## config.mk

```make
export PLATFORM = sky130hd
export DESIGN_NAME = arm_mc_ctrl
export DESIGN_NICKNAME = d
export VERILOG_FILES = /design/src/rtl/arm_mc_ctrl_pkg.sv /design/src/rtl/arm_cond_unit.sv /design/src/rtl/arm_mc_ctrl.sv
export SDC_FILE = /design/constraint.sdc
export NUM_CORES = 1
export LEC_CHECK = 0
export BUFFER_PORTS_ARGS = -buffer_cell sky130_fd_sc_hd__buf_2
export CAP_MARGIN = 0
export CORE_AREA = 5 5 46 48
export CTS_BUF_LIST = sky130_fd_sc_hd__clkbuf_8
export CTS_CLUSTER_DIAMETER = 150
export DETAILED_ROUTE_END_ITERATION = 10
export DIE_AREA = 0 0 51 53
export PLACE_DENSITY = 0.87
export SETUP_SLACK_MARGIN = 0.5
export SYNTH_ARGS = -nofsm -noshare
export SYNTH_HDL_FRONTEND = slang
export SYNTH_SLANG_ARGS = --single-unit
```

## constraint.sdc

```tcl
create_clock -name clk -period 2.1 [get_ports clk]
set_clock_uncertainty 0.15 [all_clocks]
set_input_delay 0.105 -clock clk [delete_from_list [all_inputs] [get_ports clk]]
set_output_delay 0.105 -clock clk [all_outputs]
set_load 0.01 [all_outputs]
```

## src/rtl/arm_mc_ctrl_pkg.sv

```systemverilog
// Shared encodings for the multicycle ARM-subset control unit: FSM states,
// datapath mux encodings, data-processing opcodes and condition evaluation.
package arm_ctrl_pkg;

    typedef enum logic [3:0] {
        S_FETCH  = 4'd0,
        S_DECODE = 4'd1,
        S_MEMADR = 4'd2,
        S_MEMRD  = 4'd3,
        S_MEMWB  = 4'd4,
        S_MEMWR  = 4'd5,
        S_EXECR  = 4'd6,
        S_EXECI  = 4'd7,
        S_ALUWB  = 4'd8,
        S_BRANCH = 4'd9
    } state_e;

    localparam logic [1:0] RES_ALUOUT    = 2'b00;
    localparam logic [1:0] RES_DATA      = 2'b01;
    localparam logic [1:0] RES_ALURESULT = 2'b10;

    localparam logic [1:0] SRCB_RD2    = 2'b00;
    localparam logic [1:0] SRCB_EXTIMM = 2'b01;
    localparam logic [1:0] SRCB_FOUR   = 2'b10;

    localparam logic [1:0] OP_DP  = 2'b00;
    localparam logic [1:0] OP_MEM = 2'b01;
    localparam logic [1:0] OP_BR  = 2'b10;

    localparam logic [3:0] CMD_AND = 4'b0000;
    localparam logic [3:0] CMD_SUB = 4'b0010;
    localparam logic [3:0] CMD_ADD = 4'b0100;
    localparam logic [3:0] CMD_CMP = 4'b1010;
    localparam logic [3:0] CMD_ORR = 4'b1100;

    localparam logic [1:0] ALU_ADD = 2'b00;
    localparam logic [1:0] ALU_SUB = 2'b01;
    localparam logic [1:0] ALU_AND = 2'b10;
    localparam logic [1:0] ALU_ORR = 2'b11;

    localparam logic [3:0] COND_AL = 4'b1110;
    localparam logic [3:0] COND_NV = 4'b1111;

    // Even codes test a base predicate, odd codes its complement (ARM pairing).
    function automatic logic cond_holds(input logic [3:0] cond, input logic [3:0] nzcv);
        logic n, z, c, v, base;
        n = nzcv[3];
        z = nzcv[2];
        c = nzcv[1];
        v = nzcv[0];
        case (cond[3:1])
            3'b000:  base = z;
            3'b001:  base = c;
            3'b010:  base = n;
            3'b011:  base = v;
            3'b100:  base = c & ~z;
            3'b101:  base = (n == v);
            3'b110:  base = ~z & (n == v);
            default: base = 1'b1;
        endcase
        if (cond == COND_NV)
            return 1'b0;
        else if (cond == COND_AL)
            return 1'b1;
        else
            return base ^ cond[0];
    endfunction

endpackage

```

## src/rtl/arm_cond_unit.sv

```systemverilog
// NZCV flag register plus condition evaluation; cond_ex_q_o carries the
// previous cycle's verdict so writebacks see the pre-update condition.
import arm_ctrl_pkg::*;

module arm_cond_unit #(
    parameter logic [3:0] RESET_FLAGS = 4'b0000
) (
    input  logic       clk,
    input  logic       rst,
    input  logic [3:0] cond_i,
    input  logic [3:0] alu_flags_i,
    input  logic [1:0] flag_w_i,
    output logic       cond_ex_q_o
);

    logic [3:0] flags_q, flags_d;
    logic       cond_ex;
    logic       cond_ex_q;

    assign cond_ex     = cond_holds(cond_i, flags_q);
    assign cond_ex_q_o = cond_ex_q;

    always_comb begin
        flags_d = flags_q;
        if (flag_w_i[1] && cond_ex)
            flags_d[3:2] = alu_flags_i[3:2];
        if (flag_w_i[0] && cond_ex)
            flags_d[1:0] = alu_flags_i[1:0];
    end

    always_ff @(posedge clk or posedge rst) begin
        if (rst) begin
            flags_q   <= RESET_FLAGS;
            cond_ex_q <= 1'b0;
        end else begin
            flags_q   <= flags_d;
            cond_ex_q <= cond_ex;
        end
    end

endmodule

```

## src/rtl/arm_mc_ctrl.sv

```systemverilog
// Multicycle control FSM and ALU decoder for the ARM-subset core; drives all
// datapath selects and gates write enables with the registered condition.
import arm_ctrl_pkg::*;

module arm_mc_ctrl #(
    parameter logic [3:0] RESET_FLAGS = 4'b0000
) (
    input  logic       clk,
    input  logic       reset,
    input  logic [3:0] Cond,
    input  logic [1:0] Op,
    input  logic [5:0] Funct,
    input  logic [3:0] Rd,
    input  logic [3:0] ALUFlags,
    output logic       PCWrite,
    output logic       MemWrite,
    output logic       RegWrite,
    output logic       IRWrite,
    output logic       AdrSrc,
    output logic [1:0] ResultSrc,
    output logic       ALUSrcA,
    output logic [1:0] ALUSrcB,
    output logic [1:0] ImmSrc,
    output logic [1:0] RegSrc,
    output logic [1:0] ALUControl
);

    state_e     state_q, state_d;
    logic       ir_write, next_pc, reg_w, mem_w, alu_op, branch;
    logic       no_write, pcs, cond_ex_q;
    logic [1:0] flag_w;
    logic [3:0] cmd;

    assign cmd = Funct[4:1];

    always_ff @(posedge clk or posedge reset) begin
        if (reset)
            state_q <= S_FETCH;
        else
            state_q <= state_d;
    end

    always_comb begin
        state_d = state_q;
        case (state_q)
            S_FETCH:  state_d = S_DECODE;
            S_DECODE: begin
                case (Op)
                    OP_MEM:  state_d = S_MEMADR;
                    OP_DP:   state_d = Funct[5] ? S_EXECI : S_EXECR;
                    OP_BR:   state_d = S_BRANCH;
                    default: state_d = S_FETCH;
                endcase
            end
            S_MEMADR: state_d = Funct[0] ? S_MEMRD : S_MEMWR;
            S_MEMRD:  state_d = S_MEMWB;
            S_EXECR,
            S_EXECI:  state_d = S_ALUWB;
            default:  state_d = S_FETCH;
        endcase
    end

    always_comb begin
        AdrSrc    = 1'b0;
        ResultSrc = RES_ALUOUT;
        ALUSrcA   = 1'b0;
        ALUSrcB   = SRCB_RD2;
        ir_write  = 1'b0;
        next_pc   = 1'b0;
        reg_w     = 1'b0;
        mem_w     = 1'b0;
        alu_op    = 1'b0;
        branch    = 1'b0;
        case (state_q)
            S_FETCH: begin
                ALUSrcA   = 1'b1;
                ALUSrcB   = SRCB_FOUR;
                ResultSrc = RES_ALURESULT;
                ir_write  = 1'b1;
                next_pc   = 1'b1;
            end
            S_DECODE: begin
                ALUSrcA   = 1'b1;
                ALUSrcB   = SRCB_FOUR;
                ResultSrc = RES_ALURESULT;
            end
            S_MEMADR: ALUSrcB = SRCB_EXTIMM;
            S_MEMRD:  AdrSrc  = 1'b1;
            S_MEMWB: begin
                ResultSrc = RES_DATA;
                reg_w     = 1'b1;
            end
            S_MEMWR: begin
                AdrSrc = 1'b1;
                mem_w  = 1'b1;
            end
            S_EXECR: alu_op = 1'b1;
            S_EXECI: begin
                ALUSrcB = SRCB_EXTIMM;
                alu_op  = 1'b1;
            end
            S_ALUWB: reg_w = 1'b1;
            S_BRANCH: begin
                ALUSrcB   = SRCB_EXTIMM;
                ResultSrc = RES_ALURESULT;
                branch    = 1'b1;
            end
            default: ;
        endcase
    end

    always_comb begin
        ALUControl = ALU_ADD;
        flag_w     = 2'b00;
        if (alu_op) begin
            case (cmd)
                CMD_ADD: ALUControl = ALU_ADD;
                CMD_SUB: ALUControl = ALU_SUB;
                CMD_AND: ALUControl = ALU_AND;
                CMD_ORR: ALUControl = ALU_ORR;
                CMD_CMP: ALUControl = ALU_SUB;
                default: ALUControl = ALU_ADD;
            endcase
            flag_w[1] = Funct[0];
            flag_w[0] = Funct[0] & ((cmd == CMD_ADD) | (cmd == CMD_SUB) | (cmd == CMD_CMP));
        end
    end

    // The instruction stays in IR through ALUWB, so CMP is recognised from the fields directly.
    assign no_write = (Op == OP_DP) & (cmd == CMD_CMP);

    assign ImmSrc = Op;
    assign RegSrc = {(Op == OP_MEM) & ~Funct[0], (Op == OP_BR)};

    assign pcs      = (reg_w & (Rd == 4'd15)) | branch;
    assign PCWrite  = ~reset & (next_pc | (pcs & cond_ex_q));
    assign MemWrite = ~reset & mem_w & cond_ex_q;
    assign RegWrite = ~reset & reg_w & cond_ex_q & ~no_write;
    assign IRWrite  = ~reset & ir_write;

    arm_cond_unit #(
        .RESET_FLAGS(RESET_FLAGS)
    ) u_cond (
        .clk        (clk),
        .rst        (reset),
        .cond_i     (Cond),
        .alu_flags_i(ALUFlags),
        .flag_w_i   (flag_w),
        .cond_ex_q_o(cond_ex_q)
    );

endmodule

```

# [Yosys cells after proc, flatten, opt, wreduce, memory -nomap -nowiden]
# Cells that the tools add are included.
[classes] mux=19 bitwise_logic=23 eq_ne=25 n_reduce_logical=13
[ops] cell="$eq A4 B4 Y1 const B" n=7
[ops] cell="$eq A4 B3 Y1 const B" n=5
[ops] cell="$pmux W4 S5" n=1
[ops] cell="$and A1 B1 Y1" n=14
[ops] cell="$eq A4 B2 Y1 const B" n=3
[ops] cell="$pmux W4 S3" n=1
[ops] cell="$mux W1" n=10
[ops] cell="$reduce_or A2 Y1" n=5
[ops] cell="$eq A3 B3 Y1 const B" n=3
[ops] cell="$logic_not A4 Y1" n=2
[ops] cell="$pmux W2 S2" n=2
[ops] cell="$pmux W1 S7" n=1
[ops] cell="$eq A3 B2 Y1 const B" n=2
[ops] cell="$pmux W2 S3" n=1
[ops] cell="$reduce_or A3 Y1" n=2
[ops] cell="$eq A4 B1 Y1 const B" n=1
[ops] cell="$mux W2" n=2
[ops] cell="$not A1 Y1" n=4
[ops] cell="$or A1 B1 Y1" n=4
[ops] cell="$eq A3 B1 Y1 const B" n=1
[ops] cell="$logic_not A3 Y1" n=1
[ops] cell="$mux W3" n=1
[ops] cell="$eq A2 B1 Y1 const B" n=1
[ops] cell="$eq A2 B2 Y1 const B" n=1
[ops] cell="other kinds (4)" n=5
[totals] regBits=9 out_inout_bits=16 elab_cells=84

# [Longest topological paths before layout]
[depth] word_depth=8 ltp_mapped=6 depth_no_buf=5

# [Modules after synthesis]
# Synthesis repeated with hierarchy kept, for this count alone.
[unflattened] hier_cells=107 area_unflattened_um2=945.9
[by_module_without_submodules] mod="arm_mc_ctrl" area_each_um2=488.0 cells_per_inst=63 n_inst=1
[by_module_without_submodules] mod="arm_cond_unit" area_each_um2=457.9 cells_per_inst=44 n_inst=1

# [Worst setup path before layout]
# Ideal clock, no wire load.
[synth_path] kind="reg-to-reg" start="reg state_q[3]" end="reg u_cond.flags_q[0]" path_stages_with_launch=6 required_ps=1822 setup_slack_ps=148 arrival_ps=1674 setup_ps=128 path_buffers=0 path_cell_list="dfrtp_1 nand2b_2 or3_1 a211o_1 a21oi_2 mux2_1"
[synth_between] elab_chain_cells=5
[synth_rtl] element="from (decl)" line="arm_mc_ctrl.sv:28" source="state_e state_q, state_d;"
[synth_rtl] element="from (signal assigned)" line="arm_mc_ctrl.sv:40" source="state_q <= state_d;"
[synth_rtl] element="$eq A4 B3 Y1" line="arm_mc_ctrl.sv:74" source="case (state_q)"
[synth_rtl] element="$reduce_or A2 Y1 (no line) (*)"
[synth_rtl] element="$mux W1 (*)" line="arm_mc_ctrl.sv:74"
[synth_rtl] element="$mux W2 (*)" line="arm_mc_ctrl.sv:115" source="if (alu_op) begin"
[synth_rtl] element="$logic_and A1 B1 Y1 (*)" line="arm_cond_unit.sv:27" source="if (flag_w_i[0] && cond_ex)"
[synth_rtl] element="to (signal assigned)" line="arm_cond_unit.sv:36" source="flags_q <= flags_d;"
[synth_rtl] element="to (decl)" line="arm_cond_unit.sv:16" source="logic [3:0] flags_q, flags_d;"
# Every way passes the cells marked *; elsewhere a longest branch is shown, timed or not.
# A chain may end at the register's enable or synchronous reset.

# [Worst setup path after layout]
[layout_path] start="reg u_cond.flags_q[3]" end="reg u_cond.flags_q[3]"
[layout_between] elab_chain_cells=7
[layout_rtl] element="$eq A1 B1 Y1" line="arm_mc_ctrl_pkg.sv:57, arm_mc_ctrl_pkg.sv:58"
[layout_rtl] element="$and A1 B1 Y1" line="arm_mc_ctrl_pkg.sv:58" source="3'b110: base = ~z & (n == v);"
[layout_rtl] element="$pmux W1 S7 (*)" line="arm_mc_ctrl_pkg.sv:51" source="case (cond[3:1])"
[layout_rtl] element="$xor A1 B1 Y1 (*)" line="arm_mc_ctrl_pkg.sv:66" source="return base ^ cond[0];"
[layout_rtl] element="$mux W1 (*)" line="arm_mc_ctrl_pkg.sv:63" source="else if (cond == COND_AL)"
[layout_rtl] element="$mux W1 (*)" line="arm_mc_ctrl_pkg.sv:61" source="if (cond == COND_NV)"
[layout_rtl] element="$logic_and A1 B1 Y1 (*)" line="arm_cond_unit.sv:25" source="if (flag_w_i[1] && cond_ex)"
# Marks and branches as above.

==> summary.md <==
| Metric | Value |
|---|---|
| Status | `complete, no violations` |
| ANT nets after route | `0` |
| Chip width | `51 microns` |
| Max-slew violations | `0` |
| YS warnings | `0` |
| Finish-stage setup viols | `0` |
| Number of library cell types mapped by synthesis | `39` |
| Port Buffer Count | `37` |
| Yosys top cell area share | `30.66%` |
| #FFs+latches synth | `9` |
| CTS tree | `done` |
| Largest net degree at the start of global routing | `14` |
| Lkg Pwr | `0.0005760 uW` |
| PnR Total Power | `1327 uW` |
| Clock sink count | `9` |
| Critical path's slowest cell | `dfrtp_1` |
| # diodes | `0` |
| First-pass DRT Iterations | `4` |
| Clock Path Buffers | `2` |
| P per Cell Area | `1111 nW/um^2` |
| Register area share after synthesis | `30.66%` |
| Post-route DRC | `0` |
| Critical path class | `reg2reg` |
| CTS Buf Count | `3` |
| Worst min-delay path category | `in2reg` |
| Critical Path Start Type | `register` |
| Layout cells sized above 1 | `54.07%` |
| DRT iter0 DRCs | `9` |
| Peak VDD IR | `0.6542 mV` |
| Syn_area_per_cell | `8.849 sq um` |
| Via count | `825` |
| Final Cell Area | `1194 sq um` |
| Routed len/inst | `14.51 microns` |
| Required time worst endpoint | `2.07 ns` |
| Syn Inst Count | `83` |
| Slew @ Worst Pin | `0.4080 ns` |
| H-tree Lvls | `1` |
| Worst EP arrival | `1.97 ns` |
| IO Count | `38` |
| Vias in the first global route | `819` |
| Unrepaired setup endpoints after global routing | `true` |
| Final Cycle Share | `95.42%` |
| Hpwl dp | `1609 microns` |
| Net Count, Synth | `105` |
| CP bufs+invs | `0` |
| First-pass GRT wire length | `3374 microns` |
| Post-synth top flop | `dfrtp_1` |
| Post-synth top area cell | `dfrtp_1` |
| CTS root buf | `clkbuf_8` |
| Total negative slack | `0 ns` |
| Post-layout net count | `158` |
| Routability cong. | `0.8436` |
| Worst-path fanout max | `3` |
| Die area | `2703 sq um` |
| Total grt overflow | `0` |
| Final min period | `2.004 ns` |
| CP endpoint kind | `register` |
| Initial antenna violation count | `0` |
| Most area-consuming cells after synthesis | `dfrtp_1 31%, mux2_1 7.7%, nor2_1 3.6%, xnor2_1 3.6%, a211oi_4 2.7%` |
| Fin. Hold Viols | `0` |
| Clock latency on the worst-skew pair | `0.24 ns` |
| Core ar. | `1670 sq um` |
| Rows | `15` |
| Total track usage | `16.99%` |
| Crit path max-delay family | `compound AO/OA/AOI/OAI gates` |
| Fillers | `123` |
| Vias/cell | `5.428` |
| Synthesis-to-finish area growth | `62.52%` |
| Setup WS post-layout | `0.09620 ns` |
| Slew headroom | `72.71%` |
| CP max stage delay | `0.40 ns` |
| Clock transition at path regs | `0.05 ns` |
| Post-Route WL | `2205 microns` |
| Placement Setup Slack | `0.1204 ns` |
| Post-place instance area | `953.4 sq um` |
| Async SR Flop Fraction | `100.0%` |
| Fmax | `499.1 MHz` |
| Post-Syn Area | `734.5 sq um` |
| Crit path cell chain | `mux2_4 -> a221oi_2 -> o21ai_2 -> a211oi_4 -> mux2_1` |
| Chip Height | `53 microns` |
| Max-Cap Viols | `0` |
| Starting Density | `43.97%` |
| Number of enable flip-flop cells after synthesis | `0` |
==> registers in the layout, indices dropped and copies added, names as in the netlist <==
register and count:
u_cond.flags_q 4, state_q 4, u_cond.cond_ex_q_o 1
==> through the flow <==
step | util, % | hold slack, ns | cells
floorplan | - | -0.2089 | 83
global placement | 57.08 | -0.05804 | 135
detailed placement | 57.08 | -0.04689 | 135
CTS | 66.89 | -0.04287 | 148
global route | 71.46 | 0.04845 | 152
finish | 71.46 | 0.03838 | 152
==> layout by cell type (no fill, tap or decap), types with 3 or more instances in the layout <==
master,Yosys,layout
buf_4,2,8
nor2_1,7,7
inv_1,4,4
clkbuf_8,0,3
buf_6,0,3
a21oi_2,1,3
dfrtp_1,9,8
mux2_1,5,5
o21ai_0,3,3
nand2_1,5,5
buf_2,1,37
dlygate4sd3_1,0,6
==> power by group <==
part	total [uW]	switching, uW	leakage (uW)	internal, uW
logic	816	399	0.000433	417
clock network	203	73.0	0.0000255	130
registers	308	75.9	0.000117	232
total	1330	548	0.000576	779
==> cell families (layout without fill, tap and decap cells) <==
kind of cell,Yosys count,in the layout,share of synthesized area [%]
xor gates and xnor gates,5,5,5.964
AOI/OAI and AO/OA,20,20,22.32
buffers and inverters,11,63,6.812
and+or+nand+nor,32,32,24.54
DFF,9,9,30.66
muxes,6,6,9.709
==> timing repair <==
item,in CTS,in global routing
setup buffers,4,3
pin swaps,1,1
hold buffers,5,1
endpoints found under the hold margin,14,1
setup endpoints to repair,10,13
gates resized for setup,7,8
==> synthesized netlist by cell type, types with 2 or more instances <==
cell type	number
nor3b_1	2
clkbuf_1	3
nand2b_1	3
nor3_1	4
nand2_1	5
xor2_1	2
buf_4	2
a21oi_1	4
o32ai_1	2
nor2_1	7
nor4_1	2
dfrtp_1	9
xnor2_1	3
o21ai_0	3
mux2_1	5
inv_1	4
==> cell type report <==
cell class	instances	area, sq um	share of cell area (%)
inverters	5	18.77	1.572
repair buffers	54	339.1	28.41
flip-flops and latches	9	226.5	18.97
multi-input cells	63	541.8	45.39
clock inverters	1	5.005	0.4193
clock buffers	3	41.29	3.459
well taps	17	21.27	1.782
==> path summary, 6_finish.rpt <==
kind                                          startpoint                       endpoint  slack [ns]  cells after the start
hold / removal                                   Cond[0]   u_cond.cond_ex_q_o$_DFF_PP0_        0.04                      3
setup / recovery           u_cond.flags_q[3]$_DFFE_PP0P_  u_cond.flags_q[3]$_DFFE_PP0P_         0.1                      5
hold reg to reg            u_cond.flags_q[1]$_DFFE_PP0P_  u_cond.flags_q[1]$_DFFE_PP0P_        0.34                      1
setup reg to reg           u_cond.flags_q[3]$_DFFE_PP0P_  u_cond.flags_q[3]$_DFFE_PP0P_         0.1                      5
max in group asynchronous                          reset           state_q[0]$_DFF_PP0_        1.11                      4
min in group asynchronous                          reset   u_cond.cond_ex_q_o$_DFF_PP0_        0.38                      4
==> worst reg2reg max path: stages, from the launching register on <==
cell      delay, ns
dfrtp_1        0.40
mux2_4         0.27
a221oi_2       0.32
o21ai_2        0.14
a211oi_4       0.26
mux2_1         0.35
==> layer usage <==
layer | routed length [microns] | global-route usage [%]
met4 | 44 | 8.520
met5 | 0 | 0
met1 | 740 | 15.52
met3 | 143 | 3.662
met2 | 1276 | 34.55
Note: power is estimated with default switching activity, not from simulation.
